## config.mk

```make
export PLATFORM = sky130hd
export DESIGN_NAME = compare_sequencer
export DESIGN_NICKNAME = d
export VERILOG_FILES = /design/src/rtl/compare_sequencer.sv
export SDC_FILE = /design/constraint.sdc
export NUM_CORES = 1
export LEC_CHECK = 0
export CORE_MARGIN = 1.5
export CORE_UTILIZATION = 51
export DETAILED_ROUTE_END_ITERATION = 10
export PLACE_DENSITY = 0.93
export SYNTH_ARGS = -nofsm -noshare
export SYNTH_HDL_FRONTEND = slang
export SYNTH_SLANG_ARGS = --single-unit
```

## constraint.sdc

```tcl
create_clock -name clk -period 3.2 [get_ports clk]
set_input_delay 0.64 -clock clk [delete_from_list [all_inputs] [get_ports clk]]
set_output_delay 0.64 -clock clk [all_outputs]
set_load 0.01 [all_outputs]
```

## src/rtl/compare_sequencer.sv

```systemverilog
// Bit-serial unsigned comparator shared by two requesters under round-robin arbitration.
// The operands are walked MSB-first, and the walk stops at the first differing bit.
module compare_sequencer #(
  parameter int WIDTH = 6
) (
  input  logic             clk,
  input  logic             rst,
  input  logic             req0,
  input  logic [WIDTH-1:0] a0,
  input  logic [WIDTH-1:0] b0,
  input  logic             req1,
  input  logic [WIDTH-1:0] a1,
  input  logic [WIDTH-1:0] b1,
  output logic             gnt0,
  output logic             gnt1,
  output logic             busy,
  output logic             done,
  output logic             done_id,
  output logic             eq,
  output logic             gt,
  output logic             lt
);

  localparam int IDX_W = $clog2(WIDTH);

  typedef enum logic [1:0] {IDLE, SHIFT, DONE} state_t;

  state_t           state;
  logic             last_id;
  logic             cur_id;
  logic [IDX_W-1:0] idx;
  logic [WIDTH-1:0] a_l;
  logic [WIDTH-1:0] b_l;
  logic             win_id;
  logic             bit_a;
  logic             bit_b;

  // On a tie, the winner is the requester that was not served last.
  always_comb begin
    win_id = req1;
    if (req0 && req1) win_id = ~last_id;
    bit_a = a_l[idx];
    bit_b = b_l[idx];
  end

  always_ff @(posedge clk or posedge rst) begin
    if (rst) begin
      state   <= IDLE;
      last_id <= 1'b1;
      cur_id  <= 1'b0;
      idx     <= '0;
      a_l     <= '0;
      b_l     <= '0;
      gnt0    <= 1'b0;
      gnt1    <= 1'b0;
      busy    <= 1'b0;
      done    <= 1'b0;
      done_id <= 1'b0;
      eq      <= 1'b0;
      gt      <= 1'b0;
      lt      <= 1'b0;
    end else begin
      gnt0 <= 1'b0;
      gnt1 <= 1'b0;
      done <= 1'b0;
      case (state)
        IDLE: begin
          if (req0 || req1) begin
            a_l     <= win_id ? a1 : a0;
            b_l     <= win_id ? b1 : b0;
            idx     <= IDX_W'(WIDTH - 1);
            cur_id  <= win_id;
            last_id <= win_id;
            gnt0    <= ~win_id;
            gnt1    <= win_id;
            busy    <= 1'b1;
            state   <= SHIFT;
          end
        end
        SHIFT: begin
          if (bit_a != bit_b) begin
            gt      <= bit_a;
            lt      <= bit_b;
            eq      <= 1'b0;
            done_id <= cur_id;
            done    <= 1'b1;
            state   <= DONE;
          end else if (idx == '0) begin
            gt      <= 1'b0;
            lt      <= 1'b0;
            eq      <= 1'b1;
            done_id <= cur_id;
            done    <= 1'b1;
            state   <= DONE;
          end else begin
            idx <= idx - IDX_W'(1);
          end
        end
        DONE: begin
          busy  <= 1'b0;
          state <= IDLE;
        end
        default: begin
          busy  <= 1'b0;
          state <= IDLE;
        end
      endcase
    end
  end

endmodule
```

==> Word level (Yosys, flattened, before mapping) <==
Index checks and enable logic that the tools add are counted.
{ "word_totals": {"ff_bits": 27, "inputBits": 28, "out_inout_bits": 8, "elab_cells": 67} }
{ "op_classes": {"add_sub_neg": 1, "n_lt_le_gt_ge": 1, "eq_ne": 6, "n_mux": 31, "bitwise_logic": 3, "reduce_logical": 11} }
{ "ops": {"columns": ["operator", "count"], "rows": [
  ["2-to-1 mux 1 bit", 18],
  ["2-to-1 mux 6 bit", 2],
  ["2-to-1 mux 3 bit", 3],
  ["AND reduction 2 bit", 4],
  ["binary-select mux 1 bit (select 3 bit)", 2],
  ["2-to-1 mux 2 bit", 3],
  ["inequality test 2 bit (second input constant)", 3],
  ["case mux 3 bit (2 select lines)", 1],
  ["less-than comparator 3 x 4 -> 1 bit (second input constant)", 1],
  ["case mux 2 bit (2 select lines)", 1],
  ["AND reduction 4 bit", 1],
  ["nonzero test 2 bit", 2],
  ["zero test 3 bit", 1],
  ["inequality test 3 bit (second input constant)", 1],
  ["NOT 1 bit", 3],
  ["subtractor 3 x 1 -> 3 bit (second input constant)", 1],
  ["== test 2 x 1 -> 1 bit (second input constant)", 1],
  ["zero test 2 bit", 1],
  ["case mux 1 bit (2 select lines)", 1],
  ["logical AND 1 bit", 1],
  ["logical OR 1 bit", 1],
  ["inequality test 1 bit", 1]
]} }

==> Depth between registers and ports, before layout <==
{ "logic_depth": {"word_depth": 5, "mapped_depth": 8, "ltp_nobuf": 7} }

==> Worst setup path after synthesis <==
OpenSTA, ideal clock, no wires.
{ "synth_timing": {"path_kind": "register to register", "from": "register idx[0]", "to": "register done_id", "setup_time_ns": 0.128, "t_arrival_ns": 2.049, "t_required_ns": 3.072, "slack_ns": 1.024, "path_stages_with_launch": 8, "path_buffers": 1, "period_less_slack_ns": 2.176, "path_cell_list": "dfrtp_1 > clkbuf_1 > mux2i_1 > nor2_1 > or3_1 > ha_1 > a21oi_4 > mux2_1"} }
{ "synth_via": {"elab_chain_cells": 5, "elab_cells_between_ends": 9, "cone_classes": "1 x eq/ne; 5 x mux; 3 x reduce/logical"} }
{ "synth_rtl": {"columns": ["item", "line", "text"], "rows": [
  ["start: declaration", "31", "logic [IDX_W-1:0] idx;"],
  ["start signal: assignment", "71", "idx <= IDX_W'(WIDTH - 1);"],
  ["start signal: assignment", "96", "idx <= idx - IDX_W'(1);"],
  ["binary-select mux 1 bit (select 3 bit) (on tied branches)", "42, 43", null],
  ["2-to-1 mux 1 bit (on tied branches)", "42, 43", null],
  ["inequality test 1 bit", "81", "if (bit_a != bit_b) begin"],
  ["nonzero test 2 bit (no line)", null, null],
  ["AND reduction 2 bit (no line)", null, null],
  ["end signal: assignment", "85", "done_id <= cur_id;"],
  ["end signal: assignment", "92", "done_id <= cur_id;"],
  ["end: declaration", "18", "output logic done_id,"]
]} }
Several ways; a longest one is shown, not always the timed one. The select of a mux whose other input is x is not followed.
A chain may end at the register's enable or synchronous reset.

==> Final worst setup path <==
{ "layout_timing": {"from": "register idx[0]", "to": "register idx[1]"} }
{ "layout_via": {"elab_chain_cells": 5, "elab_cells_between_ends": 13, "cone_classes": "1 x add/sub; 3 x eq/ne; 7 x mux; 2 x reduce/logical"} }
{ "layout_rtl": {"columns": ["item", "line"], "rows": [
  ["binary-select mux 1 bit (select 3 bit) (on tied branches)", "42, 43"],
  ["2-to-1 mux 1 bit (on tied branches)", "42, 43"],
  ["inequality test 1 bit", "81"],
  ["inequality test 2 bit (no line)", null],
  ["AND reduction 4 bit (no line)", null]
]} }
Several ways; a longest one is shown, not always the timed one. The select of a mux whose other input is x is not followed.

==> results.md <==
- Fmax: 426 MHz
- Fin cells: approximately 200
- Worst slew pin tran: a little under 1 ns
- Largest net degree at the start of global routing: 28
- Mapped Nets: 172
- Critical path endpoint category: flip-flop
- Top cell type's share of synthesized area: roughly 48%
- Synth area leader: dfrtp_1
- MaxCap Viol Count: 0
- Post-CTS sizing: 0
- CP max FO: 8
- Post-layout minimum cycle time: around 2.3 ns
- Grt total ovfl: 0
- Pre-CTS worst setup slack: between 0.8 and 0.9 ns
- Total wire length: around 2900 um
- Initial antenna violation count: 0
- # IOs: 36
- Worst setup path class: flip-flop to flip-flop
- Htree depth: 1
- Max clock buf depth: 2
- Slew headroom: between 30% and 40%
- CTS Buf Count: 3
- Peak VDD IR: slightly above 0.6 mV
- Post-CTS Hold Fix Bufs: 0
- Status: completed
- FFs w/ async S/R, synth: between 90% and 100%
- Number of global-route vias before repair: between 1k and 1.5k
- Initial Util: 54.3%
- Warnings from Yosys: 0
- Main synth FF type: dfrtp_1
- Nets@finish: 204
- WL/cell: roughly 14 um
- CTS tree: done
- Die width: about 55 um
- Startpoint Class: flip-flop
- Max Slew Vio Count: 0
- Cells after Synth: 140
- Mapped cell area: between 0.001 and 0.0015 mm2
- Placed Instances: 197
- Area Overhead vs Synth: 28.1%
- Via density: between 5 and 6
- Fillcell total: 190
- CP Data Arrival Time: between 2 and 3 ns
- Netlist cell types: 31
- Overall Global Routing Usage: around 23%
- Syn avg cell area: around 9.7 um2
- Ant. Diodes: 0
- Clk sinks: 27
- Clk_skew: about 0.0063 ns
- Yosys reg bits: 27
- Req. time, crit path: 3.45 ns
- # DRC: 0
- DR vias: between 1k and 1.5k
- Worst-Skew Late Latency: 0.34 ns
- Leakage: roughly 0.76 nW
- # port buffers: 35
- Post-DRT Antenna Nets: 0
- Final hold violations: 0
- DR iter-0 viols: 19
- Final Worst Setup Slack: roughly 0.85 ns
- Top cells by area, synth: dfrtp_1 (48%), nand2_1 (7.2%), a31oi_1 (6.0%)
- Full die area: just under 0.003 mm2
- Drt pass-1 iters: 4
- Core area: approximately 0.0025 mm2
- Layout cells sized above 1: under 10%
- CTS root buf: clkbuf_4
- Pwr dens: 900 mW/mm2
- Period Utilization, post-route: about three quarters
- Post-route setup TNS: 0 ns
- Routability congestion estimate: 0.822
- Clock Pin Slew Worst Setup and Hold Paths: around 0.16 ns
- Setup bufs post-CTS: 0
- Hold crit path type: flip-flop to flip-flop
- RSZ-0062 raised after global routing: no
- Post-synth EDFFs: 0
- Final Util: around 70%
- Post-DP HPWL: about 2300 um
- Die Span Y: 54.6 um
- Standard-cell rows: 18
- First-pass GRT wire length: 4800 um
- Post-synthesis sequential area ratio: about 50%
- Setup violators final: 0
logic make-up (layout without fill, tap and decap cells):
kind of cell	Yosys count	in the layout	synth area share, %
fa+ha+maj	4	4	3.69
simple gates	48	48	16.5
compound gates	37	37	17.3
flops	27	27	49.9
buf+inv	13	44	4.15
mux	11	11	8.49
path summary, 6_finish.rpt:
path / start / end / slack (ns) / cells after the start
worst max-delay path: idx[0] / idx[1] / 0.85 / 6
worst min-delay path: cur_id / cur_id / 0.50 / 1
worst max register to register: idx[0] / idx[1] / 0.85 / 6
worst min register to register: cur_id / cur_id / 0.50 / 1
max in group asynchronous: rst / gt / 1.79 / 2
min in group asynchronous: rst / b_l[3] / 0.82 / 2
routing by layer:
metal | up-vias | GRT usage (%) | share of wire [%]
li1 | 550 | - | -
met1 | 531 | 25.6 | 39
met2 | 38 | 41.4 | 54
met3 | 9 | 4.10 | 4.2
met4 | 0 | 11.7 | 2.0
met5 | - | 0 | 0
cell type report:
class / instances / area [um2] / area share (%)
clock inverter: 1 / 8.76 / 0.504
sequential: 27 / 677 / 38.9
clock buffer: 3 / 22.5 / 1.30
tap: 30 / 37.5 / 2.16
timing repair buffer: 35 / 350 / 20.2
multi-input combinational: 100 / 623 / 35.9
inverter: 5 / 18.8 / 1.08
synthesized netlist by cell type, types with 2 or more instances:
master	instances
inv_1	5
ha_1	4
buf_2	6
nand2_1	26
nor2_1	5
or3_1	2
a21oi_1	16
dfrtp_1	26
a31oi_1	13
mux2i_1	7
clkbuf_1	2
nand2b_1	3
mux2_1	3
nor3_1	5
power breakdown:
part           leakage [nW]  total [W]  switching [W]  internal (W)
registers             0.316   0.000618       0.000114      0.000504
logic                 0.425   0.000783       0.000402      0.000381
clock network        0.0183   0.000164       0.000112     0.0000511
through the flow:
stage                     total power (W)  hold slack, ns  area (um2)
after floorplan                   0.00117           0.446        1360
after global placement            0.00134           0.460        1710
after CTS                         0.00157           0.510        1740
after detailed placement          0.00141           0.478        1710
final                             0.00156           0.502        1740
after global routing              0.00170           0.533        1740
sequential cells by signal (all words and copies together) (netlist names):
name and flops:
gnt1 1, a_l 6, busy 1, last_id 1, b_l 6, done 1
idx 3, gt 1, cur_id 1, done_id 1, lt 1, eq 1
state 2, gnt0 1
worst max-delay path, cell delays in order (launching register included):
cell,delay [ns]
dfrtp_1,0.56
mux2i_1,0.28
nor2_1,0.08
or3_1,0.37
ha_1,0.41
nand4b_1,0.23
mux2_2,0.33
cells in the final DEF (no fill, tap or decap), drive strengths merged:
master | Yosys | layout
a21bo | 1 | 1
nand2b | 4 | 4
nand3 | 1 | 1
nor3b | 1 | 1
and2 | 1 | 1
a31oi | 13 | 13
or2 | 1 | 1
inv | 5 | 6
a21oi | 17 | 17
a21boi | 1 | 1
o21ai | 1 | 1
o21a | 1 | 1
o32a | 1 | 1
dfstp | 1 | 1
nand2 | 26 | 26
o22a | 1 | 1
or3 | 2 | 2
clkbuf | 2 | 3
dfrtp | 26 | 26
nand4b | 1 | 1
clkdlybuf4s50 | 0 | 35
mux2 | 4 | 4
a21o | 1 | 1
nor3 | 5 | 5
mux2i | 7 | 7
nor2 | 6 | 6
ha | 4 | 4
No activity file was read; power rests on OpenSTA's default activity.
